--- src/rtl/fifo_dest_pkg.sv ---
// Shared definitions for the routing-FIFO drain reader: FSM encoding and the
// position of the destination field inside a FIFO word.
package fifo_dest_pkg;

    typedef enum logic [1:0] {
        IDLE  = 2'd0,
        FETCH = 2'd1,
        LOAD  = 2'd2,
        SEND  = 2'd3
    } state_t;

    localparam int DEST_MSB = 9;
    localparam int DEST_LSB = 8;
    localparam int DEST_W   = DEST_MSB - DEST_LSB + 1;
    localparam int N_DEST   = 2 ** DEST_W;

endpackage

--- src/rtl/dest_counter_bank.sv ---
// Debug counters: one wrapping delivery counter per lane plus a stall counter
// that saturates so a long backpressure episode never reads back as small.
module dest_counter_bank
    import fifo_dest_pkg::*;
#(
    parameter int CNT_W = 8
) (
    input  logic                    clk,
    input  logic                    reset,
    input  logic [N_DEST-1:0]       inc_lane,
    input  logic                    stall,
    output logic [N_DEST*CNT_W-1:0] counts,
    output logic [CNT_W-1:0]        stall_count
);

    always_ff @(posedge clk or negedge reset) begin
        if (!reset) begin
            counts      <= '0;
            stall_count <= '0;
        end else begin
            for (int i = 0; i < N_DEST; i++) begin
                if (inc_lane[i]) begin
                    counts[i*CNT_W +: CNT_W] <= counts[i*CNT_W +: CNT_W] + 1'b1;
                end
            end
            if (stall && (stall_count != {CNT_W{1'b1}})) begin
                stall_count <= stall_count + 1'b1;
            end
        end
    end

endmodule

--- src/rtl/fifo_dest_reader.sv ---
// Drains the routing FIFO one word at a time and pushes each word to the
// destination FIFO selected by its destination field, honouring per-lane backpressure.
module fifo_dest_reader
    import fifo_dest_pkg::*;
#(
    parameter int WORD_SIZE = 10,
    parameter int CNT_W     = 8
) (
    input  logic                    clk,
    input  logic                    reset,
    input  logic                    enable,
    input  logic                    fifo_empty,
    input  logic [WORD_SIZE-1:0]    fifo_data_out,
    output logic                    fifo_rd,
    input  logic [N_DEST-1:0]       out_almost_full,
    output logic [N_DEST-1:0]       out_push,
    output logic [WORD_SIZE-1:0]    out_data,
    output logic                    busy,
    output logic [N_DEST*CNT_W-1:0] dest_count,
    output logic [CNT_W-1:0]        stall_count
);

    state_t                 state;
    state_t                 next_state;
    logic [WORD_SIZE-1:0]   hold_reg;
    logic [DEST_W-1:0]      dest;
    logic                   blocked;
    logic                   stall;

    assign dest    = hold_reg[DEST_MSB:DEST_LSB];
    assign blocked = out_almost_full[dest];

    // Source read data arrives the cycle after the pop, so it is captured in LOAD.
    always_ff @(posedge clk or negedge reset) begin
        if (!reset) begin
            state    <= IDLE;
            hold_reg <= '0;
        end else begin
            state <= next_state;
            if (state == LOAD) begin
                hold_reg <= fifo_data_out;
            end
        end
    end

    always_comb begin
        next_state = state;
        fifo_rd    = 1'b0;
        out_push   = '0;
        stall      = 1'b0;
        case (state)
            IDLE: begin
                if (enable && !fifo_empty) begin
                    next_state = FETCH;
                end
            end
            FETCH: begin
                fifo_rd    = 1'b1;
                next_state = LOAD;
            end
            LOAD: begin
                next_state = SEND;
            end
            SEND: begin
                // Push is combinational on the flag so a release is seen in the same cycle.
                if (blocked) begin
                    stall = 1'b1;
                end else begin
                    out_push[dest] = 1'b1;
                    next_state     = (enable && !fifo_empty) ? FETCH : IDLE;
                end
            end
            default: begin
                next_state = IDLE;
            end
        endcase
    end

    assign out_data = hold_reg;
    assign busy     = (state != IDLE);

    dest_counter_bank #(
        .CNT_W(CNT_W)
    ) u_counters (
        .clk        (clk),
        .reset      (reset),
        .inc_lane   (out_push),
        .stall      (stall),
        .counts     (dest_count),
        .stall_count(stall_count)
    );

endmodule

--- config.mk ---
export PLATFORM = sky130hd
export DESIGN_NAME = fifo_dest_reader
export DESIGN_NICKNAME = d
export VERILOG_FILES = /design/src/rtl/fifo_dest_pkg.sv /design/src/rtl/dest_counter_bank.sv /design/src/rtl/fifo_dest_reader.sv
export SDC_FILE = /design/constraint.sdc
export NUM_CORES = 1
export LEC_CHECK = 0
export BUFFER_PORTS_ARGS = -buffer_cell sky130_fd_sc_hd__buf_4
export CAP_MARGIN = 10
export CORE_UTILIZATION = 40
export CTS_BUF_LIST = sky130_fd_sc_hd__clkbuf_4
export CTS_CLUSTER_DIAMETER = 50
export DETAILED_ROUTE_END_ITERATION = 8
export RECOVER_POWER = 50
export SLEW_MARGIN = 20
export SYNTH_ARGS = -nofsm -noshare
export SYNTH_HDL_FRONTEND = slang
export SYNTH_SLANG_ARGS = --single-unit
--- constraint.sdc ---
create_clock -name clk -period 2.1 [get_ports clk]
set_clock_uncertainty 0.1 [all_clocks]
set_input_delay 0.21 -clock clk [delete_from_list [all_inputs] [get_ports clk]]
set_output_delay 0.21 -clock clk [all_outputs]
set_load 0.02 [all_outputs]
==> summary.txt <==
Outcome
  – Status: completed

Placed design
  – Hpwl dp: 3440 microns
  – Inst Count DP: 326
  – RePlAce Congestion: 0.714
  – Buffers on Ports: 73

Logic synthesis
  – Sequential area share after synthesis: 54.9%
  – Share of Yosys cell area claimed by the top area cell type: 54.9%
  – Mapped Cells: 183
  – XOR/XNOR share of the synthesized area: 12.2%
  – Multiplexer share of the synthesized area: 8.93%
  – Syn_area_per_cell: 12.9 sq um
  – Post-synthesis compound-gate area fraction: 2.38%
  – Synthesized net count: 211
  – Post-Synth Adder-Cell Area: 5.28%
  – Largest family of logic cells by synthesized area: simple AND/OR/NAND/NOR gates
  – Synth Warn #: 0
  – Synth Cell Area: 0.00237 sq mm
  – Largest cells by area after synthesis: dfrtp_1 (55%), xnor2_1 (9.6%), mux2_2 (7.1%)
  – Post-synthesis simple-gate area fraction: 14.4%
  – Yosys cell types: 34
  – Post-synth top area cell: dfrtp_1
  – FF+latch count, synth: 52

Worst setup path
  – Crit Path Class: flop to output port
  – Crit path launch type: flop
  – Critical path fanouts, max: 7
  – Worst endpoint required time: 1790 ps
  – CP Capture Type: output port
  – Critical path arrival: 1680 ps

Clock network
  – TritonCTS Sinks: 52
  – H-Tree Depth: 2
  – TritonCTS Buffers: 5
  – CTS tree: done
  – Skew-Pair Late Insertion Delay: 350 ps
  – Clock transition at path regs: 140 ps
  – Clock Path Buffers: 2
  – Resized cells post-CTS: 0
  – Root Buffer: clkbuf_4

Global route
  – First-pass GRT wire length: 8040 microns
  – Largest net degree at the start of global routing: 53
  – GRT Util Overall: 16.5%
  – Total grt overflow: 0
  – Initial antenna violation count: 0
  – Vias in the first global route: 1631

Die
  – IO Pins: 74
  – Die H: 79.0 microns
  – Core Rows: 27
  – Area of the die: 0.00623 sq mm
  – Core region area: 0.00561 sq mm
  – Starting Density: 42.2%
  – DIE WIDTH: 79.0 microns

STA
  – Fin. Hold Viols: 0
  – RSZ-0062 raised after global routing: no
  – Max-slew violations: 0
  – Slew margin rel.: 14.4%
  – Minimum clock period: 1990 ps
  – TNS Setup: 0 ps
  – FMAX: 504 MHz
  – Final setup viols: 0
  – Final cycle utilization of the critical path: 94.6%
  – Measured slew at the worst slew-check pin: 1280 ps

Power and ir drop
  – Combinational power share: 42.6%
  – Net Sw Frac: 40.1%
  – Reg power frac: 44.8%
  – Overall power: 3580 uW
  – Clock Power Share: 12.6%
  – Worst VDD drop: 0.000799 V
  – Pwr dens: 1170 mW/mm^2
  – Leakage power: 0.00144 uW
  – P_int: 2140 uW
  – Psw: 1430 uW

Flow run
  – Max_cap viols: 0

Layout
  – Share of cells above drive strength 1: 28.9%
  – Layout area overhead: 29.2%
  – # nets final: 300
  – Fill cells: 529
  – N_diodes: 0
  – Area of the multi-input gates: 0.00102 sq mm
  – Storage element area: 0.00130 sq mm
  – Layout Cells excl Fill: 345

Detailed routing
  – 1st-iter DRT viols: 45
  – Drt total wl: 4820 microns
  – Routed vias: 1664
  – Drt first pass iters: 4
  – Routed wire per std cell: 14.0 microns
  – DRC Markers: 0
  – Antenna Violating Nets Remaining: 0
  – Vias per cell: 4.82

Hold path
  – Hold WC Path Type: input port to flop
placed cells by master (no fill, tap or decap), drive strengths merged, types with 5 or more instances in the layout:
cell type     n
nand3        13
dlygate4sd3  11
ha           10
mux2         17
buf          48
xnor2        26
nand4         9
dfrtp        52
clkbuf       35
xor2          7
and3          5
nand2        10
timing repair:
action / in CTS / in global routing
hold buffers: 11 / 0
setup buffers: 0 / 0
hold endpoints to repair: 62 / 0
cell type report:
cell class                      instances  area share, %
Multi-Input combinational cell        123           33.5
Tap cell                               72           2.94
Inverter                                3          0.368
Clock buffer                            7           1.72
Sequential cell                        52           42.5
Timing Repair Buffer                   87           18.9
Clock inverter                          1          0.123
sequential cells by signal (all words and copies together), names as in the netlist:
signal and flops:
out_data 10, state 2, u_counters.counts 32, u_counters.stall_count 8
routing by layer:
metal | up-vias | global-route usage [%] | part of all wire (%)
li1 | 817 | - | -
met1 | 813 | 22.0 | 45
met2 | 32 | 28.2 | 50
met3 | 2 | 3.56 | 3.8
met4 | 0 | 2.73 | 0.44
met5 | - | 0 | 0
power groups by stage:
| stage | sequential (uW) | combinational, uW | clock (uW) |
|---|---|---|---|
| 2_1_floorplan | 1870 | 715 | 0 |
| 3_3_place_gp | 1620 | 1610 | 0 |
| 3_5_place_dp | 1620 | 1630 | 0 |
| 4_1_cts | 1600 | 1650 | 476 |
| 5_1_grt | 1650 | 1660 | 514 |
| 6_report | 1600 | 1520 | 450 |
cell usage after synthesis, drive strengths merged:
cell     n
o21ai    1
inv      3
a31oi    1
buf      4
nand2   10
ha      10
a21oi    3
nand3b   1
nand2b   2
nor2b    1
mux2    17
and3     5
or3      1
and4     4
nand3   13
nor2     3
a21o     1
dfrtp   52
clkbuf   1
xor2     7
nor4b    1
o22ai    1
and4bb   2
mux2i    2
o21ba    1
xnor2   26
and4b    1
nand4    9
per-stage QoR:
| stage | setup WS (ps) | hold slack (ps) | utilization [%] | instance area, sq um |
|---|---|---|---|---|
| 6_report | 114 | 153 | 54.6 | 3060 |
| 5_1_grt | 4.98 | 135 | 54.6 | 3060 |
| 4_1_cts | 97.3 | 136 | 56.4 | 3160 |
| 3_5_place_dp | 229 | 189 | 53.4 | 3000 |
| 3_3_place_gp | 292 | 189 | 53.4 | 3000 |
| 2_1_floorplan | 185 | -186 | - | 2370 |
critical path, stage by stage, from the launching register on:
cell,delay (ps)
dfrtp_1,450
ha_1,300
nor4b_4,370
buf_4,220
cells by family after synthesis:
| kind of cell | after synthesis |
|---|---|
| compound gates | 8 |
| mux | 19 |
| fa+ha+maj | 10 |
| simple gates | 53 |
| flops | 52 |
| buf+inv | 8 |
| xor+xnor | 33 |
final timing paths:
path	start	slack, ps	to	depth (start not counted)
max in group asynchronous	reset	570	u_counters.stall_count[1]	2
worst min register to register	u_counters.counts[23]	380	u_counters.counts[23]	1
worst max-delay path	state[0]	110	out_push[0]	3
worst max register to register	u_counters.stall_count[0]	210	u_counters.stall_count[1]	5
worst min-delay path	out_almost_full[0]	150	u_counters.counts[1]	3
min in group asynchronous	reset	550	u_counters.counts[7]	2
Note: power is estimated with default switching activity, not from simulation.
